===== config.mk =====
export PLATFORM = sky130hd
export DESIGN_NAME = uart_rx_fifo
export DESIGN_NICKNAME = d
export VERILOG_FILES = /design/src/rtl/uart_rx_fifo.sv
export SDC_FILE = /design/constraint.sdc
export NUM_CORES = 1
export LEC_CHECK = 0
export BUFFER_PORTS_ARGS = -buffer_cell sky130_fd_sc_hd__buf_4
export CAP_MARGIN = 20
export CORE_AREA = 2 2 90 157
export CTS_CLUSTER_DIAMETER = 30
export DETAILED_ROUTE_END_ITERATION = 6
export DIE_AREA = 0 0 92 159
export PLACE_DENSITY = 0.82
export SLEW_MARGIN = 20
export SYNTH_ARGS = -nofsm -noshare
export SYNTH_HDL_FRONTEND = slang
export SYNTH_SLANG_ARGS = --single-unit
export TNS_END_PERCENT = 10

===== constraint.sdc =====
create_clock -name clk_i -period 7.4 [get_ports clk_i]
set_input_delay 1.11 -clock clk_i [delete_from_list [all_inputs] [get_ports clk_i]]
set_output_delay 1.11 -clock clk_i [all_outputs]
set_load 0.1 [all_outputs]

===== src/rtl/uart_rx_fifo.sv =====
// uart_rx_fifo: receive-side byte FIFO between the UART receiver and a Wishbone slave.
// Registers: 0x00 STAT (RO), 0x08 DATA (RO, pops), 0x10 CTRL (flush / clear overflow).
// Optional build macro UART_RX_FIFO_IRQ_EN adds a CTRL threshold field and a level irq_o.
`ifndef ADR_WIDTH
`define ADR_WIDTH 32
`endif
`ifndef DAT_WIDTH
`define DAT_WIDTH 32
`endif

module uart_rx_fifo #(
  parameter int DEPTH  = 16,
  parameter int ADDR_W = 4
) (
  input  logic                   clk_i,
  input  logic                   rst_i,
  input  logic [7:0]             rx_data_i,
  input  logic                   rx_valid_i,
  input  logic                   fifo_stb_i,
  input  logic                   fifo_we_i,
  input  logic [`ADR_WIDTH-1:0]  fifo_adr_i,
  input  logic [`DAT_WIDTH-1:0]  fifo_dat_i,
  output logic [`DAT_WIDTH-1:0]  fifo_dat_o,
  output logic                   fifo_ack_o,
  output logic                   fifo_err_o,
  output logic                   irq_o
);

  localparam int CNT_W = ADDR_W + 1;
  localparam logic [CNT_W-1:0] FULL_CNT = CNT_W'(DEPTH);
  localparam logic [7:0] A_STAT = 8'h00;
  localparam logic [7:0] A_DATA = 8'h08;
  localparam logic [7:0] A_CTRL = 8'h10;

  typedef enum logic {S_IDLE, S_WAIT} state_t;

  state_t                  state;
  logic [7:0]              mem [DEPTH];
  logic [ADDR_W-1:0]       wr_ptr;
  logic [ADDR_W-1:0]       rd_ptr;
  logic [CNT_W-1:0]        count;
  logic                    overflow;
  logic                    r_ack;
  logic                    r_err;
  logic [`DAT_WIDTH-1:0]   rd_val;
`ifdef UART_RX_FIFO_IRQ_EN
  logic [CNT_W-1:0]        thresh;
`endif

  logic       empty, full, access, sel_stat, sel_data, sel_ctrl, dec_err;
  logic       push, pop, flush, clr_ovf, ovf_set;
  logic [7:0] adr;

  assign adr      = fifo_adr_i[7:0];
  assign empty    = (count == '0);
  assign full     = (count == FULL_CNT);
  assign access   = (state == S_IDLE) && fifo_stb_i;
  assign sel_stat = (adr == A_STAT);
  assign sel_data = (adr == A_DATA);
  assign sel_ctrl = (adr == A_CTRL);
  assign dec_err  = !(sel_stat || sel_data || sel_ctrl);
  assign pop      = access && !fifo_we_i && sel_data && !empty;
  assign flush    = access && fifo_we_i && sel_ctrl && fifo_dat_i[0];
  assign clr_ovf  = access && fifo_we_i && sel_ctrl && fifo_dat_i[1];
  // Full-check uses the pre-pop count, so a drop stands even if a pop lands the same cycle.
  assign push     = rx_valid_i && !full && !flush;
  assign ovf_set  = rx_valid_i && full && !flush;

  assign fifo_ack_o = r_ack && fifo_stb_i;
  assign fifo_err_o = r_err && fifo_stb_i;

  // Unused upper address/data bits, gathered so they are visibly consumed.
  logic unused_bits;
`ifdef UART_RX_FIFO_IRQ_EN
  assign unused_bits = ^{fifo_adr_i[`ADR_WIDTH-1:8], fifo_dat_i[`DAT_WIDTH-1:ADDR_W+9],
                         fifo_dat_i[7:2]};
`else
  assign unused_bits = ^{fifo_adr_i[`ADR_WIDTH-1:8], fifo_dat_i[`DAT_WIDTH-1:2]};
`endif

  // Read data mux for the addressed register.
  always_comb begin
    rd_val = '0;
    if (sel_stat) begin
      rd_val[ADDR_W+3:0] = {overflow, count, full, empty};
    end else if (sel_data) begin
      if (!empty) rd_val[8:0] = {1'b1, mem[rd_ptr]};
    end else if (sel_ctrl) begin
`ifdef UART_RX_FIFO_IRQ_EN
      rd_val[ADDR_W+8:8] = thresh;
`endif
    end
  end

  // Pointer, occupancy and sticky overflow state.
  always_ff @(posedge clk_i) begin
    if (rst_i) begin
      wr_ptr   <= '0;
      rd_ptr   <= '0;
      count    <= '0;
      overflow <= 1'b0;
    end else begin
      overflow <= ovf_set || (overflow && !clr_ovf);
      if (flush) begin
        wr_ptr <= '0;
        rd_ptr <= '0;
        count  <= '0;
      end else begin
        if (push) wr_ptr <= wr_ptr + 1'b1;
        if (pop)  rd_ptr <= rd_ptr + 1'b1;
        case ({push, pop})
          2'b10:   count <= count + 1'b1;
          2'b01:   count <= count - 1'b1;
          default: count <= count;
        endcase
      end
    end
  end

  // Byte storage; written only on an accepted push.
  always_ff @(posedge clk_i) begin
    if (push) mem[wr_ptr] <= rx_data_i;
  end

  // Wishbone slave FSM: one access per strobe, response held until strobe drops.
  always_ff @(posedge clk_i) begin
    if (rst_i) begin
      state      <= S_IDLE;
      r_ack      <= 1'b0;
      r_err      <= 1'b0;
      fifo_dat_o <= '0;
`ifdef UART_RX_FIFO_IRQ_EN
      thresh     <= CNT_W'(1);
`endif
    end else begin
      case (state)
        S_IDLE: begin
          if (fifo_stb_i) begin
            state      <= S_WAIT;
            r_ack      <= !dec_err;
            r_err      <= dec_err;
            fifo_dat_o <= (fifo_we_i || dec_err) ? '0 : rd_val;
`ifdef UART_RX_FIFO_IRQ_EN
            if (fifo_we_i && sel_ctrl) thresh <= fifo_dat_i[ADDR_W+8:8];
`endif
          end
        end
        S_WAIT: begin
          if (!fifo_stb_i) begin
            state <= S_IDLE;
            r_ack <= 1'b0;
            r_err <= 1'b0;
          end
        end
        default: state <= S_IDLE;
      endcase
    end
  end

`ifdef UART_RX_FIFO_IRQ_EN
  // Level interrupt: occupancy at/above threshold, or overflow pending.
  always_ff @(posedge clk_i) begin
    if (rst_i) irq_o <= 1'b0;
    else       irq_o <= ((count >= thresh) && (thresh != '0)) || overflow;
  end
`else
  assign irq_o = 1'b0;
`endif

endmodule


==> impl_metrics.ini <==
[setup_path]
crit_start = fifo_stb_i
critPathMaxStageDelay_ps = 530
end_kind = flop
path_cells = buf_4 > ha_1 > and4b_1 > nand4_1 > and3_1 > inv_1 > ha_1 > xor2_1 > ha_1 > a21oi_1 > a32o_1 > a21oi_1 > or3_1 > a21oi_1
reg2regPathDepth = 14
slowest_stage = ha_1
crit_type = in2reg
arrival_ps = 4520
worstPathRequired_ps = 7740
cp_max_fo = 19
startpoint_type = input port
r2r_start = state

[synthesis]
synth-edff-count = 128
synth_top_area_cell = edfxtp_1
seq_area_frac_synth_pct = 67.63
syn-cell-area_um2 = 6571
synth_xor_xnor_area_share_pct = 1.066
yosys.area_share.simple_pct = 6.721
synth_most_common_cell = edfxtp_1
ys.flop_type = edfxtp_1
synth_cell_types = 44
synth_top_family_by_area = multiplexers
synth_warnings = 0
synthAdderAreaFrac_pct = 1.714
muxShareOfSynthArea_pct = 12.81
synthCells = 409
synth_common_cells = edfxtp_1 (128), mux4_2 (32), dfxtp_1 (30), nor2_1 (28), buf_4 (27)
synth-compound-area-share_pct = 5.046
syn_avg_cell_area_um2 = 16.07
ys_ff_latch = 158
yosysTopAreaCellShare_pct = 58.49
synthArstFlopShare_pct = 0
synth.area.top_cells = edfxtp_1 (58%), mux4_2 (11%), dfxtp_1 (9.1%)

[global_route]
antenna_found_initial = 0
grt_pass1_wl_um = 20070
grt_max_degree = 33
grt_pass1_vias = 3688
gr-total-overflow = 0
grt.total_usage_pct = 18.65

[clocking]
clk_pin_slew_worst_paths_ps = 60
cts_buffer_depth = 2
cts_tree = yes
cts.sinks = 158
clock_latency_ps = 420
cts_hold_buf = 0
numCtsBuffers = 17
cts-root-buf = clkbuf_16
h-tree-depth = 4
cts_setup_buffers = 0
cts_resized = 0

[timing]
rsz0062_at_grt = false
tightest_slew_ps = 1004
maxSlewHeadroom_pct = 32.96
finClkSkew_ps = 7.032
setup_violations = 0
hold_violations = 0
maxSlewViolCount = 0
layout_setup_ws_ps = 3220
clock.fmax_mhz = 239.2
period_minus_slack_ps = 4180
setup_tns_ps = 0
fin_crit_sh_pct = 56.48

[die]
dieArea_um2 = 14630
die_x_um = 92
rows = 56
die_h_um = 159
pin_count = 112
start_util_pct = 49.36
core_um2 = 13310

[layout]
n_antenna_cell = 0
area_growth_syn_to_layout_pct = 12.55
layout-drive-gt1-share_pct = 23.62
fin_area_um2 = 7396
nNetsFinal = 527

[place]
dp_slack_ps = 2926
gp_congestion = 0.8957
portBuffers = 33
hpwl_um = 8715
dpl_cell_area_um2 = 6867

[detailed_routing]
drc = 0
first_iter_violations = 272
drt-vias-per-instance = 5.734
wirelength_um = 13110
wl_per_cell_um = 20.90
ant_nets = 0
num_vias = 3595
dr.pass1.iters = 6

[power_and_ir_drop]
ir_drop_uv = 144.3
finalPower_w = 0.001876
leakagePower_nw = 2.466
p_per_area_nw_per_um2 = 253.7

[run_status]
run_status = complete, no violations

[job]
maxCapViolCount = 0

[hold_path]
hold_start = overflow
holdPathStages = 2
holdCritPathClass = reg2reg
-- kinds of logic (layout without fill, tap and decap cells) --
logic type	after synthesis	count (layout)
and+or+nand+nor	83	83
adders and majority gates	9	9
buffers and inverters	55	76
other	1	24
DFF	158	158
muxes	44	44
AOI/OAI and AO/OA	51	51
xor gates and xnor gates	8	8
-- final timing paths --
kind              endpoint  slack, ps
setup / recovery  count[4]       3220
hold / removal    overflow        470
setup reg to reg  count[4]       3640
hold reg to reg   overflow        470
-- layout make-up --
type	count	area, um^2
fillers	1004	5917
flip-flops and latches	158	4444
multi-input cells	219	1893
clock buffers	17	425.4
repair buffers	38	285.3
well taps	174	217.7
clock inverters	14	103.9
inverters	7	26.28
-- worst max-delay path: cells and delay by family --
kind | cells | cell delay (ps)
AO/OA/AOI/OAI | 4 | 740
XOR/XNOR | 1 | 120
adder cells (fa/ha/maj) | 3 | 1060
buffers and inverters | 2 | 210
AND/OR/NAND/NOR | 4 | 1270
-- stage by stage --
stage / hold WS, ps / utilization (%) / cells
2_1_floorplan: 437.1 / - / 432
3_3_place_gp: 454.5 / 51.58 / 596
3_5_place_dp: 460.2 / 51.58 / 596
4_1_cts: 469.7 / 55.55 / 627
5_1_grt: 497.4 / 55.55 / 627
6_report: 470.7 / 55.55 / 627
-- flip-flops by register name, indices dropped and copies added (netlist names), named ones only --
signal	flops
r_err	1
state	1
rd_ptr	4
r_ack	1
wr_ptr	4
mem	128
overflow	1
fifo_dat_o	9
count	5
-- report_power, final --
group          total [W]  internal [W]  switching [W]
clock network   0.000779      0.000452       0.000327
logic           0.000118     0.0000252      0.0000932
registers       0.000979      0.000972     0.00000695
total            0.00188       0.00145       0.000427
-- cells in the final DEF (no fill, tap or decap), types with 2 or more instances in the layout --
| master | synthesis | final |
|---|---|---|
| o21ai_0 | 4 | 4 |
| a22oi_1 | 2 | 2 |
| nand3_1 | 3 | 3 |
| xor2_1 | 5 | 5 |
| edfxtp_1 | 128 | 128 |
| dfxtp_1 | 30 | 30 |
| or3_1 | 5 | 5 |
| nor2b_1 | 8 | 8 |
| ha_1 | 9 | 9 |
| clkinv_2 | 0 | 5 |
| and3_1 | 2 | 2 |
| clkbuf_16 | 0 | 17 |
| nor3_1 | 7 | 6 |
| mux2i_1 | 11 | 11 |
| clkinv_1 | 0 | 3 |
| a21oi_1 | 16 | 16 |
| mux4_2 | 32 | 32 |
| inv_1 | 7 | 7 |
| nand2_1 | 9 | 9 |
| and2_1 | 2 | 2 |
| buf_4 | 27 | 38 |
| nor2_1 | 28 | 28 |
| o22ai_1 | 8 | 8 |
| a211o_1 | 6 | 6 |
| a31oi_1 | 8 | 8 |
| nand2b_1 | 7 | 7 |
| nand4_1 | 6 | 6 |
| clkinvlp_4 | 0 | 5 |
| conb_1 | 1 | 24 |
| xnor2_1 | 3 | 3 |
-- metal layers --
metal / up-vias / wire [um] / GRT usage [%] / share of wire (%)
met5: - / 0 / 0 / 0
met4: 0 / 560 / 10.45 / 4.3
met3: 39 / 580 / 3.691 / 4.4
met2: 149 / 7154 / 33.96 / 55
met1: 1813 / 4810 / 19.72 / 37
li1: 1594 / - / - / -
(Power assumes the default switching activity.)
